$ cat src/rtl/nav_sequencer_if.sv
// Command-layer handshake between the maze-solving command FSM and nav_sequencer.
// The command FSM drives the start pulses and operands; the sequencer answers with mv_cmplt.
interface nav_sequencer_if;
  logic              strt_hdng;
  logic              strt_mv;
  logic              stp_lft;
  logic              stp_rght;
  logic signed [11:0] cmd_hdng;
  logic              mv_cmplt;

  modport master (
    output strt_hdng, strt_mv, stp_lft, stp_rght, cmd_hdng,
    input  mv_cmplt
  );

  modport slave (
    input  strt_hdng, strt_mv, stp_lft, stp_rght, cmd_hdng,
    output mv_cmplt
  );
endinterface

$ cat src/rtl/nav_sequencer.sv
// Command-level sequencer in front of the heading PID: turns to a heading or moves
// forward with a speed ramp, decelerating at obstacles or requested side openings.
module nav_sequencer #(
  parameter logic [10:0] SPD_INC       = 11'h010,
  parameter logic [10:0] MAX_SPD       = 11'h2A0,
  parameter int          OPN_DEC_SHIFT = 1,
  parameter int          OBS_DEC_SHIFT = 2
) (
  input  logic               clk,
  input  logic               rst,
  nav_sequencer_if.slave     cmd,
  input  logic               hdng_vld,
  input  logic               at_hdng,
  input  logic               lft_opn,
  input  logic               rght_opn,
  input  logic               frwrd_opn,
  output logic               moving,
  output logic signed [11:0] dsrd_hdng,
  output logic [10:0]        frwrd_spd,
  output logic               en_fusion
);

  localparam logic [10:0] OPN_STEP  = 11'(SPD_INC << OPN_DEC_SHIFT);
  localparam logic [10:0] OBS_STEP  = 11'(SPD_INC << OBS_DEC_SHIFT);
  localparam logic [10:0] FUSION_TH = MAX_SPD >> 1;

  typedef enum logic [1:0] {IDLE, HDNG, RAMP, DECEL} state_t;

  state_t             state, state_nxt;
  logic               moving_nxt;
  logic signed [11:0] hdng_nxt;
  logic [10:0]        spd_nxt;
  logic               cmplt_nxt;
  logic               stp_lft_q, stp_lft_nxt;
  logic               stp_rght_q, stp_rght_nxt;
  logic [10:0]        dec_step, dec_step_nxt;
  logic               lft_opn_q, rght_opn_q;
  logic               opn_hit;

  // Saturating ramp-up, computed one bit wider so the sum can never wrap.
  function automatic logic [10:0] ramp_up(input logic [10:0] spd);
    logic [11:0] sum;
    sum = {1'b0, spd} + {1'b0, SPD_INC};
    if (sum > {1'b0, MAX_SPD}) return MAX_SPD;
    return sum[10:0];
  endfunction

  function automatic logic [10:0] ramp_dn(input logic [10:0] spd, input logic [10:0] step);
    if (spd <= step) return '0;
    return spd - step;
  endfunction

  assign en_fusion = (frwrd_spd > FUSION_TH);

  assign opn_hit = (stp_lft_q  && lft_opn  && !lft_opn_q) ||
                   (stp_rght_q && rght_opn && !rght_opn_q);

  always_comb begin
    state_nxt    = state;
    hdng_nxt     = dsrd_hdng;
    spd_nxt      = frwrd_spd;
    cmplt_nxt    = 1'b0;
    stp_lft_nxt  = stp_lft_q;
    stp_rght_nxt = stp_rght_q;
    dec_step_nxt = dec_step;
    case (state)
      IDLE: begin
        spd_nxt = '0;
        if (cmd.strt_hdng) begin
          hdng_nxt  = cmd.cmd_hdng;
          state_nxt = HDNG;
        end else if (cmd.strt_mv) begin
          stp_lft_nxt  = cmd.stp_lft;
          stp_rght_nxt = cmd.stp_rght;
          state_nxt    = RAMP;
        end
      end
      HDNG: begin
        spd_nxt = '0;
        if (at_hdng && hdng_vld) begin
          cmplt_nxt = 1'b1;
          state_nxt = IDLE;
        end
      end
      RAMP: begin
        if (hdng_vld) spd_nxt = ramp_up(frwrd_spd);
        // An obstacle outranks a requested opening stop.
        if (!frwrd_opn) begin
          dec_step_nxt = OBS_STEP;
          state_nxt    = DECEL;
        end else if (opn_hit) begin
          dec_step_nxt = OPN_STEP;
          state_nxt    = DECEL;
        end
      end
      DECEL: begin
        if (frwrd_spd == '0) begin
          cmplt_nxt = 1'b1;
          state_nxt = IDLE;
        end else begin
          if (hdng_vld) spd_nxt = ramp_dn(frwrd_spd, dec_step);
          if (!frwrd_opn) dec_step_nxt = OBS_STEP;
        end
      end
      default: state_nxt = IDLE;
    endcase
    moving_nxt = (state_nxt != IDLE);
  end

  always_ff @(posedge clk) begin
    if (rst) begin
      state        <= IDLE;
      moving       <= 1'b0;
      dsrd_hdng    <= '0;
      frwrd_spd    <= '0;
      cmd.mv_cmplt <= 1'b0;
      stp_lft_q    <= 1'b0;
      stp_rght_q   <= 1'b0;
      dec_step     <= '0;
      lft_opn_q    <= 1'b0;
      rght_opn_q   <= 1'b0;
    end else begin
      state        <= state_nxt;
      moving       <= moving_nxt;
      dsrd_hdng    <= hdng_nxt;
      frwrd_spd    <= spd_nxt;
      cmd.mv_cmplt <= cmplt_nxt;
      stp_lft_q    <= stp_lft_nxt;
      stp_rght_q   <= stp_rght_nxt;
      dec_step     <= dec_step_nxt;
      lft_opn_q    <= lft_opn;
      rght_opn_q   <= rght_opn;
    end
  end

endmodule

$ cat src/flat_wrapper.sv
// flat-port wrapper written by rule: the top's interface ports become plain ports
module nav_sequencer_flat 
#(
  parameter logic [10:0] SPD_INC       = 11'h010,
  parameter logic [10:0] MAX_SPD       = 11'h2A0,
  parameter int          OPN_DEC_SHIFT = 1,
  parameter int          OBS_DEC_SHIFT = 2
)
  (clk, rst, hdng_vld, at_hdng, lft_opn, rght_opn, frwrd_opn, moving, dsrd_hdng, frwrd_spd, en_fusion, cmd_strt_hdng, cmd_strt_mv, cmd_stp_lft, cmd_stp_rght, cmd_cmd_hdng, cmd_mv_cmplt);
  nav_sequencer_if cmd_i ();
  input  logic clk;
  input  logic rst;
  input  logic hdng_vld;
  input  logic at_hdng;
  input  logic lft_opn;
  input  logic rght_opn;
  input  logic frwrd_opn;
  output logic moving;
  output logic signed [11:0] dsrd_hdng;
  output logic [10:0] frwrd_spd;
  output logic en_fusion;
  input wire logic [$bits(cmd_i.strt_hdng)-1:0] cmd_strt_hdng;
  input wire logic [$bits(cmd_i.strt_mv)-1:0] cmd_strt_mv;
  input wire logic [$bits(cmd_i.stp_lft)-1:0] cmd_stp_lft;
  input wire logic [$bits(cmd_i.stp_rght)-1:0] cmd_stp_rght;
  input wire logic [$bits(cmd_i.cmd_hdng)-1:0] cmd_cmd_hdng;
  output wire logic [$bits(cmd_i.mv_cmplt)-1:0] cmd_mv_cmplt;
  assign cmd_i.strt_hdng = cmd_strt_hdng;
  assign cmd_i.strt_mv = cmd_strt_mv;
  assign cmd_i.stp_lft = cmd_stp_lft;
  assign cmd_i.stp_rght = cmd_stp_rght;
  assign cmd_i.cmd_hdng = cmd_cmd_hdng;
  assign cmd_mv_cmplt = cmd_i.mv_cmplt;
  nav_sequencer #(.SPD_INC(SPD_INC), .MAX_SPD(MAX_SPD), .OPN_DEC_SHIFT(OPN_DEC_SHIFT), .OBS_DEC_SHIFT(OBS_DEC_SHIFT)) u_core (.clk(clk), .rst(rst), .cmd(cmd_i), .hdng_vld(hdng_vld), .at_hdng(at_hdng), .lft_opn(lft_opn), .rght_opn(rght_opn), .frwrd_opn(frwrd_opn), .moving(moving), .dsrd_hdng(dsrd_hdng), .frwrd_spd(frwrd_spd), .en_fusion(en_fusion));
endmodule
$ cat config.mk
export PLATFORM = sky130hd
export DESIGN_NAME = nav_sequencer_flat
export DESIGN_NICKNAME = d
export VERILOG_FILES = /design/src/rtl/nav_sequencer_if.sv /design/src/rtl/nav_sequencer.sv /design/src/flat_wrapper.sv
export SDC_FILE = /design/constraint.sdc
export NUM_CORES = 1
export LEC_CHECK = 0
export ABC_AREA = 1
export BUFFER_PORTS_ARGS = -buffer_cell sky130_fd_sc_hd__buf_2
export CAP_MARGIN = 30
export CELL_PAD_IN_SITES_DETAIL_PLACEMENT = 1
export CELL_PAD_IN_SITES_GLOBAL_PLACEMENT = 2
export CORE_UTILIZATION = 24
export CTS_CLUSTER_SIZE = 25
export DETAILED_ROUTE_END_ITERATION = 8
export PLACE_DENSITY_LB_ADDON = 0.1
export SYNTH_ARGS = -nofsm -noshare
export SYNTH_HDL_FRONTEND = slang
export SYNTH_SLANG_ARGS = --single-unit
$ cat constraint.sdc
create_clock -name clk -period 1.6 [get_ports clk]
set_input_delay 0.48 -clock clk [delete_from_list [all_inputs] [get_ports clk]]
set_output_delay 0.48 -clock clk [all_outputs]
set_load 0.03 [all_outputs]
Word level (Yosys, flattened, before mapping)
Index checks and enable logic that the tools add are counted.
Word-level totals
  register bits after elaboration: 42
  output and inout port bits: 26
  logic and storage cells: 71
Cells by class
  bitwise gates (word level): 1
  equal/unequal tests: 8
  $add $sub $neg: 2
  $lt $le $gt $ge: 3
  multiplexer cells: 30
  reduce and logical (&&, ||, !) cells: 17
Operators by type and width (number)
  $mux W11: 11
  $pmux W11 S3: 1
  $pmux W11 S2: 1
  $add A11 B5 Y12 const B: 1
  $gt A12 B10 Y1 const B: 1
  $mux W2: 6
  $gt A11 B9 Y1 const B: 1
  $le A11 B11 Y1: 1
  $logic_not A11 Y1: 1
  $sub A11 B11 Y11: 1
  $mux W1: 9
  $ne A2 B2 Y1 const B: 4
  $pmux W2 S4: 1
  $reduce_and A3 Y1: 2
  $logic_and A1 B1 Y1: 5
  $eq A2 B2 Y1 const B: 2
  $reduce_and A4 Y1: 1
  $reduce_bool A2 Y1: 2
  $ne A3 B2 Y1 const B: 1
  $eq A2 B1 Y1 const B: 1
  $logic_not A1 Y1: 2
  $logic_not A2 Y1: 1
  $pmux W1 S2: 1
  $reduce_and A2 Y1: 1
  3 further kinds: 3

Longest topological paths before layout
Gate-level depths: netlist of run 1.
  word-level depth: 9
  mapped depth: 13
  mapped depth without buffers: 13

Worst setup path before layout of run 1
OpenSTA, ideal clock, no wires.
  path type: register to output
  start: reg u_core.frwrd_spd[6]
  end: out en_fusion
  data arrival time: 1.812 ns
  buffers on the path: 0
  stages on the path, launching flop included: 5
  setup slack: -0.692 ns
  path through: dfxtp_1 -> inv_1 -> nor4_1 -> o21ai_0 -> a32oi_1
On the way
  word-level cells in the longest chain between the ends: 1
RTL lines
  start, declared: RTL line nav_sequencer.sv:19  | output logic [10:0] frwrd_spd,
  start signal, assigned: RTL line nav_sequencer.sv:126  | frwrd_spd <= spd_nxt;
  $gt A11 B9 Y1: RTL line nav_sequencer.sv:53  | assign en_fusion = (frwrd_spd > FUSION_TH);
  end, declared: RTL line flat_wrapper.sv:21  | output logic en_fusion;
No other way between the ends.

Worst setup path in the final report of run 1
Same ends and word-level chain as after synthesis.

==> results of run 1 <==
metrics by stage:
stage / hold slack [ns] / TNS (ns) / cell area (µm²) / setup WS [ns]
floorplan: 0.454 / -0.338 / 1690 / -0.191
global placement: 0.467 / -0.534 / 2220 / -0.126
detailed placement: 0.476 / -0.682 / 2220 / -0.145
CTS: 0.405 / -1.03 / 2460 / -0.329
global route: 0.410 / -2.86 / 2580 / -0.408
finish: 0.415 / -2.17 / 2580 / -0.306
kinds of logic (layout without fill, tap and decap cells):
family                     after synthesis  after routing  synth area share
and+or+nand+nor                        118            118             0.329
buffers and inverters                   38            128             0.106
AOI/OAI and AO/OA                       37             37             0.126
DFF                                     29             29             0.368
adders and majority gates                6              6            0.0523
xor gates and xnor gates                 3              3            0.0166
other                                    1              4           0.00237
sequential cells by signal (all words and copies together), names as in the netlist:
register             cells
u_core.rght_opn_q        1
u_core.frwrd_spd         7
u_core.dsrd_hdng        12
u_core.lft_opn_q         1
u_core.cmd.mv_cmplt      1
u_core.moving            1
u_core.state             2
u_core.stp_rght_q        1
u_core.stp_lft_q         1
u_core.dec_step          2
Yosys cell counts (2+ instances only):
cell      instances
clkbuf_1          4
inv_2             3
nand3_1          13
nand2_1          47
inv_1            24
nand4_1           3
or2_0             2
ha_1              5
o21ai_0          24
dfxtp_1          29
a21oi_1           7
nor2_1           40
buf_4             6
nor2_2            2
xor2_1            2
nor3_1            3
routing by layer:
| metal | GRT usage | up-vias | wire length (µm) |
|---|---|---|---|
| met2 | 0.262 | 29 | 2530 |
| met3 | 0.0398 | 6 | 151 |
| met4 | 0.0564 | 0 | 65 |
| met5 | 0 | - | 0 |
| li1 | - | 910 | - |
| met1 | 0.197 | 825 | 2350 |
final timing paths:
| path | from | to | slack, ns | cells past startpoint |
|---|---|---|---|---|
| max | u_core.frwrd_spd[6] | en_fusion | -0.31 | 5 |
| min | lft_opn | u_core.lft_opn_q | 0.42 | 3 |
| max reg2reg | u_core.frwrd_spd[6] | u_core.frwrd_spd[4] | -0.28 | 11 |
| min reg2reg | u_core.stp_rght_q | u_core.stp_rght_q | 0.49 | 2 |
layout by cell type (no fill, tap or decap), types with 2 or more instances in the layout:
master / count
or2_1: 2
a21oi_2: 3
conb_1: 4
dfxtp_1: 22
o21ai_4: 3
buf_4: 40
inv_4: 4
buf_2: 42
inv_1: 18
o21ai_1: 3
inv_2: 6
a21oi_1: 5
nand4_1: 3
buf_6: 10
nand3_1: 9
clkbuf_8: 5
nand2_1: 40
nor3_1: 2
nand2_2: 8
nand3_2: 3
nor2_4: 3
ha_4: 3
dfxtp_2: 2
o21ai_2: 3
o21ai_0: 17
nor2_1: 39
dfxtp_4: 5
cell type report:
| cell class | instances | area (µm²) | area share |
|---|---|---|---|
| well taps | 77 | 96.3 | 0.0373 |
| inverters | 28 | 115 | 0.0446 |
| repair buffers | 92 | 623 | 0.242 |
| multi-input cells | 168 | 1040 | 0.404 |
| flip-flops and latches | 29 | 602 | 0.233 |
| clock buffers | 7 | 97.6 | 0.0378 |
| clock inverters | 1 | 3.75 | 0.00145 |
worst reg2reg max path, cell delays in order, from the launching register on:
cell and delay, ns:
dfxtp_4 0.35, buf_4 0.13, buf_6 0.12, buf_6 0.13
fa_2 0.40, nand2_1 0.08, and2_4 0.14, nor2_4 0.05
inv_2 0.07, buf_4 0.10, nand4_1 0.11, o22ai_2 0.13
power groups by stage:
stage	logic (µW)	clock network (µW)	registers (µW)
detailed placement	401	0	810
floorplan	176	0	888
finish	422	699	794
global placement	398	0	810
CTS	416	729	794
global route	465	765	801
repair_timing:
item	CTS	global route
setup buffers	6	4
setup endpoints to repair	8	12
gates resized for setup	23	22
pin swaps	13	18
==> impl_metrics.py, run 1 <==
metrics = {
    "logic_synthesis": {
        "syn_avg_cell_area_um2": 6.81,
        "yosys_warnings": 0,
        "ys_ff_latch": 29,
        "ys_seq_area_frac": 0.368,
        "ys_types": 34,
        "ys_async_sr_fraction": 0,
        "synthFlopType": "dfxtp_1",
        "yosysTopAreaCellShare": 0.368,
        "synth_edf_count": 0,
        "syn_area_um2": 1580,
        "netlist_instances": 232,
        "synth_area_leaders": "dfxtp_1, nand2_1, nor2_1",
        "post-synth-top-area-cell": "dfxtp_1",
    },
    "cts": {
        "cts.clk_slew.worst_paths_ns": 0.07,
        "cts_hold_buf": 0,
        "htree_levels": 2,
        "insertion_delay_ns": 0.28,
        "clkSinkCount": 29,
        "tritoncts": "yes",
        "clockBufferDepth": 2,
        "cts_inserted_buffers": 5,
        "root_buffer": "clkbuf_8",
    },
    "timing": {
        "timing.fmax_mhz": 525,
        "period_minus_slack_ns": 1.91,
        "slew_violations": 0,
        "finClkSkew_ns": 0.00673,
        "hold_violations": 0,
        "finalSetupViolCount": 9,
        "rsz0062_at_grt": "true",
        "fin_ws_ns": -0.306,
        "fin_crit_sh": 1.19,
    },
    "status": {
        "status": "finished, violations left",
        "violations": "negative setup slack",
    },
    "setup_path": {
        "crit_family": "flip-flops",
        "cp_cell_sequence": "inv_4 > nor4_4 > o21ai_1 > a32oi_2 > buf_6",
        "path_buf_inv": 2,
        "crit_slowest_cell": "dfxtp_4",
        "cp.required_ns": 1.12,
        "crit_path_start_kind": "flop",
        "cp.arrival_ns": 1.43,
        "criticalPathCategory": "reg -> out",
        "max_stage_delay_ns": 0.36,
        "cp-end-kind": "primary output",
        "cp_max_fo": 2,
    },
    "grt": {
        "antenna_found_initial": 0,
        "grt_pass1_vias": 1772,
        "grt_max_degree": 13,
        "grt_overflow": 0,
        "grt_pass1_wl_mm": 8.51,
        "grt_usage": 0.157,
    },
    "power_and_ir_drop": {
        "p_clk_frac": 0.365,
        "p_leak_uw": 0.00124,
        "powerDensity_nw_per_um2": 742,
        "p_switching_uw": 594,
        "pwr-share-seq": 0.415,
        "ir_drop_mv": 0.358,
        "comb_power_share": 0.220,
        "power_uw": 1910,
        "p_int_uw": 1320,
        "switching_share": 0.310,
    },
    "routing": {
        "vias": 1770,
        "dr.pass1.iters": 4,
        "drc": 0,
        "routedWlPerCell_um": 12.7,
        "drtIter0Drc": 69,
        "viasPerCell": 4.40,
        "drt-total-wl_mm": 5.10,
        "antenna_left": 0,
    },
    "die": {
        "dieHeight_um": 83.1,
        "initial_core_util": 0.249,
        "die_area_um2": 6910,
        "fp-row-count": 29,
        "die_w_um": 83.1,
        "ios": 49,
        "core_area_um2": 6350,
    },
    "job": {
        "maxCapViolations": 0,
    },
    "place": {
        "gp_congestion": 0.736,
        "dp_hpwl_mm": 3.98,
        "place_inst": 384,
        "io_buffer_count": 44,
    },
    "layout": {
        "n_antenna_cell": 0,
        "area_growth_pct": 63.4,
        "final_util": 0.406,
        "fillers": 794,
        "final_cell_count_no_fill": 402,
        "layout.nets": 353,
        "drive_gt1_frac": 0.477,
    },
    "worst_hold_path": {
        "hold_path.class": "in -> reg",
    },
}
No activity file was read; power rests on OpenSTA's default activity.
==> inputs of run 2 (changes only) <==
Settings changed: ABC_AREA 1 to 0, CORE_UTILIZATION 24 to 26, CTS_CLUSTER_DIAMETER from default to 60.
==> run 2 against run 1 <==
The run still ends with negative setup slack left. Routed wire length rose by 6.2%. Clock-buffer cell count fell by 2. Setup slack improved by 0.023 ns. Core utilization rose by 0.95 points. Sequential share of layout area rose by 0.31 points. Largest power group unchanged. Die area fell by 2.0%.
==> impl_metrics.py, run 2 <==
metrics = {
    "status": {
        "status": "finished, violations left",
        "violations": "negative setup slack",
    },
    "routing": {
        "vias": 1772,
        "routedWlPerCell_um": 14.5,
        "dr.pass1.iters": 4,
        "drc": 0,
        "antenna_left": 0,
        "drt-total-wl_mm": 5.42,
        "viasPerCell": 4.75,
        "drtIter0Drc": 48,
    },
    "timing": {
        "timing.fmax_mhz": 531,
        "fin_crit_sh": 1.18,
        "fin_tns_setup_ns": -1.23,
        "finalSetupViolCount": 8,
        "hold_violations": 0,
        "holdWs_ns": 0.423,
        "rsz0062_at_grt": "true",
        "finClkSkew_ns": 0.00574,
        "period_minus_slack_ns": 1.88,
        "slew_violations": 0,
        "fin_ws_ns": -0.283,
    },
    "place": {
        "io_buffer_count": 44,
        "place_inst": 360,
        "place_worst_setup_slack_ns": -0.273,
        "gp_congestion": 0.796,
        "dp_hpwl_mm": 4.27,
    },
    "layout": {
        "layout.nets": 326,
        "seqCellArea_um2": 596,
        "final_util": 0.416,
        "n_antenna_cell": 0,
        "drive_gt1_frac": 0.456,
        "final_cell_count_no_fill": 373,
        "multi_input_area_um2": 1110,
        "mostFrequentLayoutCell": "buf_4",
        "largest_register_ffs": 12,
        "largestRegisters": "u_core.dsrd_hdng x12, u_core.frwrd_spd x7",
        "area_growth_pct": 50.4,
        "fillers": 758,
        "final_cell_mix": "buf_4, buf_2, nand2_1, dfxtp_1, nor2_1",
        "largest-register": "u_core.dsrd_hdng",
    },
    "worst_hold_path": {
        "holdPathStages": 2,
        "holdPathEnd": "u_core.lft_opn_q",
        "min-delay-start": "lft_opn",
        "hold_path.class": "in -> reg",
    },
    "grt": {
        "grt_overflow": 0,
        "grt_pass1_wl_mm": 8.69,
        "grt_pass1_vias": 1746,
        "grt_usage": 0.173,
        "grt_max_degree": 22,
        "antenna_found_initial": 0,
    },
    "power_and_ir_drop": {
        "pwr-share-seq": 0.438,
        "powerDensity_nw_per_um2": 702,
        "p_switching_uw": 559,
        "comb_power_share": 0.216,
        "p_leak_uw": 0.00110,
        "switching_share": 0.316,
        "p_clk_frac": 0.346,
        "p_int_uw": 1210,
        "ir_drop_mv": 0.351,
    },
    "logic_synthesis": {
        "ys_seq_area_frac": 0.347,
        "yosys_warnings": 0,
        "synthFlopType": "dfxtp_1",
        "ys_ff_latch": 29,
        "ys_async_sr_fraction": 0,
        "syn_avg_cell_area_um2": 7.90,
        "ys_types": 46,
        "ys_top_cells_by_count": "nand2_1, dfxtp_1, nor2_1",
        "synth_most_common_cell": "nand2_1",
        "post-synth-top-area-cell": "dfxtp_1",
        "syn_area_um2": 1680,
        "yosysTopAreaCellShare": 0.347,
        "netlist_instances": 212,
        "synth_area_leaders": "dfxtp_1, nand2_1, a21oi_1",
        "synth_edf_count": 0,
    },
    "die": {
        "die_w_um": 82.3,
        "fp-row-count": 28,
        "ios": 49,
        "die_area_um2": 6770,
        "core_area_um2": 6060,
        "initial_core_util": 0.276,
        "dieHeight_um": 82.3,
    },
    "cts": {
        "htree_levels": 2,
        "cts.clk_slew.worst_paths_ns": 0.07,
        "clkSinkCount": 29,
        "cts_hold_buf": 0,
        "root_buffer": "clkbuf_8",
        "cts_inserted_buffers": 5,
        "insertion_delay_ns": 0.28,
        "clockBufferDepth": 2,
        "tritoncts": "yes",
    },
    "setup_path": {
        "criticalPathCategory": "reg -> out",
        "crit_path_start_kind": "flop",
        "cp.required_ns": 1.12,
        "cp.arrival_ns": 1.40,
        "rr_startpoint": "u_core.frwrd_spd[5]",
        "rr_worst_depth": 9,
        "cp-end-kind": "primary output",
        "r2r-end": "u_core.frwrd_spd[5]",
        "cp_max_fo": 3,
        "r2r_setup_slack_ns": -0.18,
    },
    "job": {
        "maxCapViolations": 0,
    },
}
[run 2: layout make-up]
cell class,instances,area share
Clock inverter,3,0.00645
Clock buffer,5,0.0273
Inverter,10,0.0169
Sequential cell,29,0.236
Timing Repair Buffer,91,0.234
Tap cell,75,0.0372
Multi-Input combinational cell,160,0.441
[run 2: critical path, cell delays in order, from the launching register on]
cell and delay, ns:
dfxtp_4 0.37, inv_4 0.04, buf_6 0.11, ha_4 0.14
inv_2 0.05, o211a_1 0.16, o21ai_2 0.05, nand2_1 0.07
buf_6 0.13
[run 2: kinds of logic (layout without fill, tap and decap cells)]
family	after synthesis	count (layout)	synth area share
AOI/OAI and AO/OA	51	51	0.216
xor gates and xnor gates	2	2	0.0105
adders and majority gates	6	6	0.0493
buffers and inverters	26	109	0.0829
DFF	29	29	0.347
muxes	5	5	0.0306
other	1	4	0.00224
and+or+nand+nor	92	92	0.262
[run 2: how the worst max path moves through the flow]
stage,startpoint,endpoint,slack (ns),cells after the start
after CTS,u_core.frwrd_spd[5],en_fusion,-0.29,8
after global placement,u_core.frwrd_spd[7],u_core.frwrd_spd[10],-0.22,7
after floorplan,u_core.frwrd_spd[5],u_core.frwrd_spd[5],-0.24,9
after global routing,u_core.frwrd_spd[5],en_fusion,-0.35,8
final,u_core.frwrd_spd[5],en_fusion,-0.28,8
after detailed placement,u_core.frwrd_spd[7],u_core.frwrd_spd[10],-0.27,7
[run 2: what timing repair did]
| action | 4_1_cts | 5_1_grt |
|---|---|---|
| pin swaps | 11 | 3 |
| setup buffers | 5 | 1 |
| endpoints found under the setup margin | 8 | 11 |
| gates resized for setup | 18 | 14 |
[run 2: power groups by stage]
stage | clock network [µW] | registers, µW | logic (µW)
after floorplan | 0 | 836 | 176
after global placement | 0 | 791 | 363
after detailed placement | 0 | 791 | 365
after CTS | 633 | 775 | 372
after global routing | 668 | 780 | 420
final | 611 | 775 | 383
[run 2: per-stage QoR]
stage | instance area (µm²) | power, µW
floorplan | 1730 | 1010
global route | 2520 | 1870
finish | 2520 | 1770
detailed placement | 2260 | 1160
global placement | 2260 | 1150
CTS | 2440 | 1780
[run 2: layer usage]
layer / track usage / up-vias / wire (µm)
met2: 0.274 / 27 / 2580
met1: 0.236 / 832 / 2610
met5: 0 / - / 0
met3: 0.0330 / 6 / 171
li1: - / 907 / -
met4: 0.0526 / 0 / 59
